==> src/rtl/vc_to_d_arbiter_pkg.sv <==
// Shared definitions for the VC-to-destination transmit path.
// Holds the FSM state encoding and default geometry used by the arbiter
// and by the top-level transmit FSM.
package vc_to_d_arbiter_pkg;

  typedef enum logic [1:0] {
    StIdle = 2'd0,
    StRun  = 2'd1,
    StHold = 2'd2
  } arb_state_e;

  localparam int unsigned DataWidthDef = 6;
  localparam int unsigned DestBitDef   = 4;
  localparam int unsigned MaxBurstDef  = 4;
  localparam int unsigned CntWDef      = 3;

endpackage

==> src/rtl/vc_to_d_arbiter_if.sv <==
// Handshake bundle between the VC0/VC1 source FIFOs, the arbiter and the
// D0/D1 destination FIFOs.
//   master : arbiter side (drives pops, writes, idle)
//   slave  : FIFO/environment side (drives empty flags, read data, almost-full)
interface vc_to_d_arbiter_if
  import vc_to_d_arbiter_pkg::*;
#(
  parameter int unsigned data_width = DataWidthDef
) ();

  logic                  vc0_empty;
  logic                  vc1_empty;
  logic [data_width-1:0] vc0_data_out;
  logic [data_width-1:0] vc1_data_out;
  logic                  almost_full_fifo_D0;
  logic                  almost_full_fifo_D1;
  logic                  vc0_rd_enable;
  logic                  vc1_rd_enable;
  logic                  d0_wr_enable;
  logic                  d1_wr_enable;
  logic [data_width-1:0] d0_data_in;
  logic [data_width-1:0] d1_data_in;
  logic                  idle;

  modport master (
    input  vc0_empty, vc1_empty, vc0_data_out, vc1_data_out,
    input  almost_full_fifo_D0, almost_full_fifo_D1,
    output vc0_rd_enable, vc1_rd_enable,
    output d0_wr_enable, d1_wr_enable, d0_data_in, d1_data_in, idle
  );

  modport slave (
    output vc0_empty, vc1_empty, vc0_data_out, vc1_data_out,
    output almost_full_fifo_D0, almost_full_fifo_D1,
    input  vc0_rd_enable, vc1_rd_enable,
    input  d0_wr_enable, d1_wr_enable, d0_data_in, d1_data_in, idle
  );

endinterface

==> src/rtl/vc_to_d_arbiter_core.sv <==
// vc_arbiter_core: VC0-priority grant logic with an anti-starvation burst
// limit. VC0 may win at most MAX_BURST consecutive grants while VC1 waits.
// Ports:
//   clk, reset     clock, async active-high reset
//   init           sync enable; low clears the burst counter
//   pop_allowed    FSM in RUN, no backpressure, init high
//   vc0_empty      VC0 empty flag
//   vc1_empty      VC1 empty flag
//   grant0/grant1  combinational pop grants (mutually exclusive)
module vc_arbiter_core
  import vc_to_d_arbiter_pkg::*;
#(
  parameter int unsigned MAX_BURST = MaxBurstDef,
  parameter int unsigned CNT_W     = CntWDef
) (
  input  logic clk,
  input  logic reset,
  input  logic init,
  input  logic pop_allowed,
  input  logic vc0_empty,
  input  logic vc1_empty,
  output logic grant0,
  output logic grant1
);

  localparam logic [CNT_W-1:0] BurstMax = CNT_W'(MAX_BURST);

  logic [CNT_W-1:0] burst_cnt_q, burst_cnt_d;

  always_comb begin
    grant0 = pop_allowed && !vc0_empty && (vc1_empty || (burst_cnt_q < BurstMax));
    grant1 = pop_allowed && !vc1_empty && !grant0;
  end

  always_comb begin
    burst_cnt_d = burst_cnt_q;
    if (!init) begin
      burst_cnt_d = '0;
    end else if (grant1 || vc1_empty) begin
      // Counting only matters while VC1 is actually waiting.
      burst_cnt_d = '0;
    end else if (grant0 && (burst_cnt_q != BurstMax)) begin
      burst_cnt_d = burst_cnt_q + 1'b1;
    end
  end

  always_ff @(posedge clk or posedge reset) begin
    if (reset) begin
      burst_cnt_q <= '0;
    end else begin
      burst_cnt_q <= burst_cnt_d;
    end
  end

endmodule

==> src/rtl/vc_to_d_arbiter.sv <==
// vc_to_d_arbiter: drains VC0/VC1 and steers each word to D0 or D1 by
// word[DEST_BIT]. Pops are combinational; the selected word is captured one
// cycle later and written with a registered strobe two cycles after the pop.
// Ports:
//   clk    system clock
//   reset  async active-high reset
//   init   sync enable; low returns everything to idle values
//   bus    master view of the FIFO handshake bundle
module vc_to_d_arbiter
  import vc_to_d_arbiter_pkg::*;
#(
  parameter int unsigned data_width = DataWidthDef,
  parameter int unsigned DEST_BIT   = DestBitDef,
  parameter int unsigned MAX_BURST  = MaxBurstDef,
  parameter int unsigned CNT_W      = CntWDef
) (
  input logic               clk,
  input logic               reset,
  input logic               init,
  vc_to_d_arbiter_if.master bus
);

  arb_state_e            state_q;
  logic                  inflight_valid_q;
  logic                  inflight_src_q;   // 0 = VC0, 1 = VC1
  logic                  d0_wr_q, d1_wr_q;
  logic [data_width-1:0] d0_data_q, d1_data_q;
  logic                  idle_q;

  logic                  af_any;
  logic                  pop_allowed;
  logic                  grant0, grant1;
  logic [data_width-1:0] word;
  logic                  to_d1;

  always_comb begin
    af_any      = bus.almost_full_fifo_D0 || bus.almost_full_fifo_D1;
    pop_allowed = !reset && init && (state_q == StRun) && !af_any;
    word        = inflight_src_q ? bus.vc1_data_out : bus.vc0_data_out;
    to_d1       = word[DEST_BIT];
  end

  vc_arbiter_core #(
    .MAX_BURST (MAX_BURST),
    .CNT_W     (CNT_W)
  ) u_core (
    .clk         (clk),
    .reset       (reset),
    .init        (init),
    .pop_allowed (pop_allowed),
    .vc0_empty   (bus.vc0_empty),
    .vc1_empty   (bus.vc1_empty),
    .grant0      (grant0),
    .grant1      (grant1)
  );

  always_ff @(posedge clk or posedge reset) begin
    if (reset) begin
      state_q          <= StIdle;
      inflight_valid_q <= 1'b0;
      inflight_src_q   <= 1'b0;
      d0_wr_q          <= 1'b0;
      d1_wr_q          <= 1'b0;
      d0_data_q        <= '0;
      d1_data_q        <= '0;
      idle_q           <= 1'b1;
    end else if (!init) begin
      // In-flight word is dropped; upstream FIFOs are flushed by the same init.
      state_q          <= StIdle;
      inflight_valid_q <= 1'b0;
      inflight_src_q   <= 1'b0;
      d0_wr_q          <= 1'b0;
      d1_wr_q          <= 1'b0;
      d0_data_q        <= '0;
      d1_data_q        <= '0;
      idle_q           <= 1'b1;
    end else begin
      unique case (state_q)
        StIdle:  state_q <= StRun;
        StRun:   if (af_any) state_q <= StHold;
        StHold:  if (!af_any) state_q <= StRun;
        default: state_q <= StIdle;
      endcase
      inflight_valid_q <= grant0 || grant1;
      inflight_src_q   <= grant1;
      // A popped word is always written, regardless of almost-full.
      d0_wr_q          <= inflight_valid_q && !to_d1;
      d1_wr_q          <= inflight_valid_q && to_d1;
      d0_data_q        <= (inflight_valid_q && !to_d1) ? word : '0;
      d1_data_q        <= (inflight_valid_q && to_d1) ? word : '0;
      // With init high the FSM never stays in IDLE, so idle drops next cycle.
      idle_q           <= 1'b0;
    end
  end

  assign bus.vc0_rd_enable = grant0;
  assign bus.vc1_rd_enable = grant1;
  assign bus.d0_wr_enable  = d0_wr_q;
  assign bus.d1_wr_enable  = d1_wr_q;
  assign bus.d0_data_in    = d0_data_q;
  assign bus.d1_data_in    = d1_data_q;
  assign bus.idle          = idle_q;

endmodule

==> src/flat_wrapper.sv <==
// flat-port wrapper written by rule: the top's interface ports become plain ports
module vc_to_d_arbiter_flat import vc_to_d_arbiter_pkg::*;
#(
  parameter int unsigned data_width = DataWidthDef,
  parameter int unsigned DEST_BIT   = DestBitDef,
  parameter int unsigned MAX_BURST  = MaxBurstDef,
  parameter int unsigned CNT_W      = CntWDef
)
  (clk, reset, init, bus_vc0_empty, bus_vc1_empty, bus_vc0_data_out, bus_vc1_data_out, bus_almost_full_fifo_D0, bus_almost_full_fifo_D1, bus_vc0_rd_enable, bus_vc1_rd_enable, bus_d0_wr_enable, bus_d1_wr_enable, bus_d0_data_in, bus_d1_data_in, bus_idle);
  vc_to_d_arbiter_if #(.data_width(data_width)) bus_i ();
  input logic clk;
  input logic reset;
  input logic init;
  input wire logic [$bits(bus_i.vc0_empty)-1:0] bus_vc0_empty;
  input wire logic [$bits(bus_i.vc1_empty)-1:0] bus_vc1_empty;
  input wire logic [$bits(bus_i.vc0_data_out)-1:0] bus_vc0_data_out;
  input wire logic [$bits(bus_i.vc1_data_out)-1:0] bus_vc1_data_out;
  input wire logic [$bits(bus_i.almost_full_fifo_D0)-1:0] bus_almost_full_fifo_D0;
  input wire logic [$bits(bus_i.almost_full_fifo_D1)-1:0] bus_almost_full_fifo_D1;
  output wire logic [$bits(bus_i.vc0_rd_enable)-1:0] bus_vc0_rd_enable;
  output wire logic [$bits(bus_i.vc1_rd_enable)-1:0] bus_vc1_rd_enable;
  output wire logic [$bits(bus_i.d0_wr_enable)-1:0] bus_d0_wr_enable;
  output wire logic [$bits(bus_i.d1_wr_enable)-1:0] bus_d1_wr_enable;
  output wire logic [$bits(bus_i.d0_data_in)-1:0] bus_d0_data_in;
  output wire logic [$bits(bus_i.d1_data_in)-1:0] bus_d1_data_in;
  output wire logic [$bits(bus_i.idle)-1:0] bus_idle;
  assign bus_i.vc0_empty = bus_vc0_empty;
  assign bus_i.vc1_empty = bus_vc1_empty;
  assign bus_i.vc0_data_out = bus_vc0_data_out;
  assign bus_i.vc1_data_out = bus_vc1_data_out;
  assign bus_i.almost_full_fifo_D0 = bus_almost_full_fifo_D0;
  assign bus_i.almost_full_fifo_D1 = bus_almost_full_fifo_D1;
  assign bus_vc0_rd_enable = bus_i.vc0_rd_enable;
  assign bus_vc1_rd_enable = bus_i.vc1_rd_enable;
  assign bus_d0_wr_enable = bus_i.d0_wr_enable;
  assign bus_d1_wr_enable = bus_i.d1_wr_enable;
  assign bus_d0_data_in = bus_i.d0_data_in;
  assign bus_d1_data_in = bus_i.d1_data_in;
  assign bus_idle = bus_i.idle;
  vc_to_d_arbiter #(.data_width(data_width), .DEST_BIT(DEST_BIT), .MAX_BURST(MAX_BURST), .CNT_W(CNT_W)) u_core (.clk(clk), .reset(reset), .init(init), .bus(bus_i));
endmodule
==> config.mk <==
export PLATFORM = sky130hd
export DESIGN_NAME = vc_to_d_arbiter_flat
export DESIGN_NICKNAME = d
export VERILOG_FILES = /design/src/rtl/vc_to_d_arbiter_pkg.sv /design/src/rtl/vc_to_d_arbiter_if.sv /design/src/rtl/vc_to_d_arbiter_core.sv /design/src/rtl/vc_to_d_arbiter.sv /design/src/flat_wrapper.sv
export SDC_FILE = /design/constraint.sdc
export NUM_CORES = 1
export LEC_CHECK = 0
export BUFFER_PORTS_ARGS = -buffer_cell sky130_fd_sc_hd__buf_2
export CAP_MARGIN = 40
export CORE_MARGIN = 1
export CORE_UTILIZATION = 50
export CTS_CLUSTER_DIAMETER = 80
export CTS_CLUSTER_SIZE = 28
export DETAILED_ROUTE_END_ITERATION = 10
export PLACE_DENSITY_LB_ADDON = 0.1
export SLEW_MARGIN = 20
export SYNTH_ARGS = -nofsm -noshare
export SYNTH_HDL_FRONTEND = slang
export SYNTH_HIERARCHICAL = 1
export SYNTH_SLANG_ARGS = --single-unit
==> constraint.sdc <==
create_clock -name clk -period 2.4 [get_ports clk]
set_input_delay 0.24 -clock clk [delete_from_list [all_inputs] [get_ports clk]]
set_output_delay 0.24 -clock clk [all_outputs]
set_load 0.05 [all_outputs]
# After elaboration in Yosys (flattened, before gate mapping)
# Index checks and enable logic that the tools add are counted.
[classes]
add_sub_neg = 1
n_lt_le_gt_ge = 1
n_eq_ne = 6
n_mux = 17
n_reduce_logical = 22
[op_table]
columns = ["cell", "n"]
rows = [
  ["$mux W6", 5],
  ["$logic_and A1 B1 Y1", 10],
  ["$mux W3", 3],
  ["$logic_not A1 Y1", 6],
  ["$mux W2", 3],
  ["$ne A3 B3 Y1 const B", 2],
  ["$pmux W2 S3", 1],
  ["$mux W1", 5],
  ["$logic_or A1 B1 Y1", 4],
  ["$add A3 B1 Y3 const B", 1],
  ["$lt A3 B3 Y1 const B", 1],
  ["$ne A3 B1 Y1 const B", 1],
  ["$ne A3 B2 Y1 const B", 1],
  ["$eq A2 B1 Y1 const B", 1],
  ["$eq A2 B2 Y1 const B", 1],
  ["$logic_not A2 Y1", 1],
  ["$reduce_and A2 Y1", 1],
]
[word_totals]
reg_bits = 22
inputBits = 19
out_inout_bits = 17
elab_cells = 56

# Logic depth before layout (Yosys ltp)
[depth]
word_depth = 11
ltp_mapped = 6
mapped_depth_nobuf = 6

# Cells and area by module
# Netlist, hierarchy kept.
[modules_own_cells]
columns = ["module", "n_inst", "cells_per_inst", "area_each_um2", "seq_area_each_um2"]
rows = [
  ["vc_to_d_arbiter", 1, 55, 710.7, 451.7],
  ["vc_arbiter_core", 1, 25, 225.2, 75.1],
]

# Least setup slack after synthesis
# Ideal clock, no wire load.
[synth_path]
kind = "flip-flop to flip-flop"
startpoint = "register u_core.state_q[1]"
endpoint = "register u_core.inflight_src_q"
setup_time_ns = 0.069
arrival_ns = 1.858
t_required_ns = 2.331
setup_slack_ns = 0.473
path_stages_with_launch = 5
path_buffers = 0
period_less_slack_ns = 1.927
path_cell_list = "dfrtp_1 nor4_1 and3_1 nor3b_2 and2_1"
[synth_between]
elab_chain_cells = 8
elab_cells_between_ends = 9
classes_between = "eq/ne (1); mux (1); reduce/logical (7)"
[synth_lines]
columns = ["item", "line_no", "source"]
rows = [
  ["start: declaration", "vc_to_d_arbiter.sv:23", "arb_state_e state_q;"],
  ["start signal: assignment", "vc_to_d_arbiter.sv:59", "state_q <= StIdle;"],
  ["start signal: assignment", "vc_to_d_arbiter.sv:69", "state_q <= StIdle;"],
  ["start signal: assignment", "vc_to_d_arbiter.sv:79", "StIdle: state_q <= StRun;"],
  ["$eq A2 B1 Y1 *", "vc_to_d_arbiter.sv:38", "pop_allowed = !reset && init && (state_q == StRun) && !af_any;"],
  ["$logic_and A1 B1 Y1 * (2 in a row)", "vc_to_d_arbiter.sv:38", ""],
  ["named net u_core.pop_allowed", "vc_to_d_arbiter.sv:31", "logic pop_allowed;"],
  ["$logic_and A1 B1 Y1 (2 in a row)", "vc_to_d_arbiter_core.sv:31", "grant0 = pop_allowed && !vc0_empty && (vc1_empty || (burst_cnt_q < BurstMax));"],
  ["$logic_not A1 Y1", "vc_to_d_arbiter_core.sv:32", "grant1 = pop_allowed && !vc1_empty && !grant0;"],
  ["$logic_and A1 B1 Y1 *", "vc_to_d_arbiter_core.sv:32", ""],
  ["named net bus_vc1_rd_enable", "flat_wrapper.sv:21", "output wire logic [$bits(bus_i.vc1_rd_enable)-1:0] bus_vc1_rd_enable;"],
  ["$mux W1 *", "vc_to_d_arbiter.sv:67", "end else if (!init) begin"],
  ["end signal: assignment", "vc_to_d_arbiter.sv:85", "inflight_src_q <= grant1;"],
  ["end: declaration", "vc_to_d_arbiter.sv:25", "logic inflight_src_q;"],
]
# The timed path passes the listed nets; every way through them passes the cells marked *.
# A chain may end at the register's enable or synchronous reset.

# Worst setup path after layout
[layout_path]
startpoint = "input reset"
endpoint = "output bus_vc1_rd_enable"
[layout_between]
elab_chain_cells = 8
elab_cells_between_ends = 9
classes_between = "reduce/logical (9)"
[layout_lines]
columns = ["item", "line_no", "source"]
rows = [
  ["start: declaration", "flat_wrapper.sv:12", "input logic reset;"],
  ["$logic_not A1 Y1 *", "vc_to_d_arbiter.sv:38", ""],
  ["$logic_and A1 B1 Y1 * (3 in a row)", "vc_to_d_arbiter.sv:38", ""],
  ["named net u_core.pop_allowed", "vc_to_d_arbiter.sv:31", ""],
  ["$logic_and A1 B1 Y1 (2 in a row)", "vc_to_d_arbiter_core.sv:31", ""],
  ["$logic_not A1 Y1", "vc_to_d_arbiter_core.sv:32", ""],
  ["$logic_and A1 B1 Y1 *", "vc_to_d_arbiter_core.sv:32", ""],
  ["end: declaration", "flat_wrapper.sv:21", ""],
]
# Marked as above.

==> impl_metrics.ini <==
[placement]
hpwl_mm = 1.29
port_buffers = 35
pre_cts_ws_ns = 0.647
gp_congestion = 0.765

[floorplan]
coreArea_sq_mm = 0.00175
io_pins = 36
rows = 15
dieWidth_um = 45.3
start_util_pct = 53.6
dieArea_sq_mm = 0.00205
die_y_um = 45.3

[cells_and_area]
final_nets = 139
fillers = 147
insertedDiodeCount = 0
layout-drive-gt1-share_pct = 41.9
syn_to_final_growth_pct = 23.4

[sta]
finalWorstSetupSlack_ns = 0.168
min_period_ns = 2.23
clock.fmax_ghz = 0.448
tns_ns = 0
maxSlewHeadroom_pct = 57.3
rsz0062_at_grt = no
slew_violations = 0
holdWs_ns = 0.181
fin_crit_sh_pct = 93.0
tightest_slew_ns = 0.640
clock_skew_ns = 0.00211
setup_viol = 0
finalHoldViolCount = 0

[global_route]
grt_max_degree = 19
first_global_vias = 650
antenna_found_initial = 0
grt_pass1_wl_mm = 2.77
groute.usage.overall_pct = 19.3
grt_overflow = 0

[clock_network]
htreeDepth = 1
root_buffer = clkbuf_4
post_cts_resized = 0
tritoncts = yes
clockBufferDepth = 2
clk_latency_ns = 0.29
numCtsBuffers = 3
cts.sinks = 21
post_cts_buffers = 0
clk_pin_slew_ns = 0.11

[worst_hold_path]
min_path_type = in -> reg

[synth]
synth_nets = 101
seq_area_frac_synth_pct = 56.3
synth_cells = 80
synth_compound_area_share_pct = 4.41
synth-edff-count = 0
ys.flop_type = dfrtp_1
synth_simple_gate_area_share_pct = 22.3
syn-mean-instance-area_sq_um = 11.7
yosys_warnings = 6
synthArstFlopShare_pct = 100
synth_top_family_by_area = simple AND/OR/NAND/NOR gates
synth_xor_xnor_area_share_pct = 0.936
ys_types = 29
synth-adder-area-share_pct = 2.67
synthMuxAreaShare_pct = 8.02
ys_ff_latch = 21
synth_area_sq_um = 936

[setup_path]
endpoint_kind = primary output
crit_type = in -> out
start_kind = input port
arrival_ns = 1.99
cp.required_ns = 2.16
critPathMaxFanout = 8

[pwr]
ir_worst_vdd_mv = 0.288
p_leak_uw = 0.000591
powerDensity_mw_per_mm2 = 512

[run_status]
status = complete, no violations

[drt]
drc_errors = 0
wl_per_cell_um = 12.3
postRouteAntennaNets = 0
drt-pass1-iter-count = 4
vias = 697
drtIter0Drc = 4
wl_mm = 1.74
vias_per_cell = 4.91

[flow_run]
max-cap-violations = 0
==> area by class of cell <==
cell class,count,area (sq um),area share [%]
sequential,21,527,45.6
multi-input combinational,50,363,31.4
timing repair buffer,36,185,16.0
tap,25,31.3,2.71
clock buffer,4,26.3,2.28
inverter,6,22.5,1.95
==> path summary, 6_finish.rpt <==
kind	start	end	slack, ns	cells after the start
setup / recovery	reset	bus_vc1_rd_enable	0.17	6
hold / removal	init	u_core/bus.idle	0.18	2
setup reg to reg	u_core/state_q[1]	u_core/inflight_src_q	0.83	5
max in group asynchronous	reset	u_core/bus.d1_wr_enable	1.42	3
min in group asynchronous	reset	u_core/u_core/burst_cnt_q[2]	0.37	3
hold reg to reg	u_core/u_core/burst_cnt_q[1]	u_core/u_core/burst_cnt_q[1]	0.58	2
==> cell usage after synthesis (all sizes together) (2+ instances only) <==
cell | number | share of area [%]
nor2 | 7 | 2.8
buf | 3 | 2.5
nand4b | 2 | 1.9
mux2i | 6 | 6.4
nor3 | 10 | 8.0
inv | 6 | 2.4
ha | 2 | 2.7
and3 | 2 | 1.9
dfrtp | 20 | 53
nand2 | 4 | 1.6
o21ai | 4 | 2.1
nor3b | 2 | 2.1
==> report_power, final <==
part / internal, uW / switching, uW / leakage [uW] / total, uW
Combinational: 25.0 / 38.7 / 0.000290 / 63.7
Sequential: 360 / 5.19 / 0.000286 / 365
Clock: 64.6 / 97.6 / 0.0000150 / 162
==> through the flow <==
step / cell area (sq um) / util [%] / power (uW) / std cells
2_1_floorplan: 936 / - / 408 / 80
3_3_place_gp: 1120 / 64.1 / 433 / 137
3_5_place_dp: 1120 / 64.1 / 435 / 137
4_1_cts: 1150 / 66.2 / 598 / 142
5_1_grt: 1150 / 66.2 / 614 / 142
6_report: 1150 / 66.2 / 591 / 142
==> repair_timing <==
action                     in CTS  in global routing
hold endpoints to repair        3                  0
setup endpoints to repair       0                  0
hold buffers                    1                  0
==> critical path: stages <==
cell           delay (ns)
dlygate4sd3_1        0.53
buf_2                0.13
nor4_1               0.23
and3_1               0.32
nor3b_2              0.25
buf_2                0.30
==> placed cells by master (no fill, tap or decap) <==
| cell type | count |
|---|---|
| buf_2 | 35 |
| dfrtp_1 | 20 |
| nor2_1 | 7 |
| mux2i_1 | 6 |
| inv_1 | 6 |
| nor3_2 | 5 |
| nor3_1 | 5 |
| nand2_1 | 4 |
| o21ai_0 | 4 |
| clkbuf_4 | 3 |
| nand4b_1 | 2 |
| ha_1 | 2 |
| clkbuf_1 | 1 |
| dlygate4sd3_1 | 1 |
| mux2_4 | 1 |
| nor4_1 | 1 |
| and3_1 | 1 |
| and2_1 | 1 |
| a211oi_1 | 1 |
| o21a_1 | 1 |
| xnor2_1 | 1 |
| conb_1 | 1 |
| dfstp_2 | 1 |
| and2b_2 | 1 |
| a31oi_1 | 1 |
| nor3b_1 | 1 |
| nand2b_1 | 1 |
| and3_4 | 1 |
| nor3b_2 | 1 |
| and3b_2 | 1 |
==> state kept, by name, indices dropped and copies added, names as in the netlist <==
name and count:
u_core/bus.d0_data_in 6, u_core/state_q 2, u_core/bus.d0_wr_enable 1, u_core/bus.d1_data_in 5
u_core/u_core/burst_cnt_q 3, u_core/inflight_valid_q 1, u_core/bus.idle 1, u_core/inflight_src_q 1
u_core/bus.d1_wr_enable 1
==> layer usage <==
layer	up-vias	wire length (um)	global-route usage (%)	part of all wire [%]
met3	2	67	4.00	3.8
met4	0	13	9.09	0.75
met5	-	0	0	0
met2	19	910	30.4	52
li1	342	-	-	-
met1	334	753	25.3	43
==> logic make-up after synthesis <==
group / Yosys count
XOR/XNOR: 1
buffers and inverters: 9
AO/OA/AOI/OAI: 7
flip-flops: 21
multiplexers: 7
adder cells (fa/ha/maj): 2
other: 1
AND/OR/NAND/NOR: 32
Note: power is estimated with default switching activity, not from simulation.
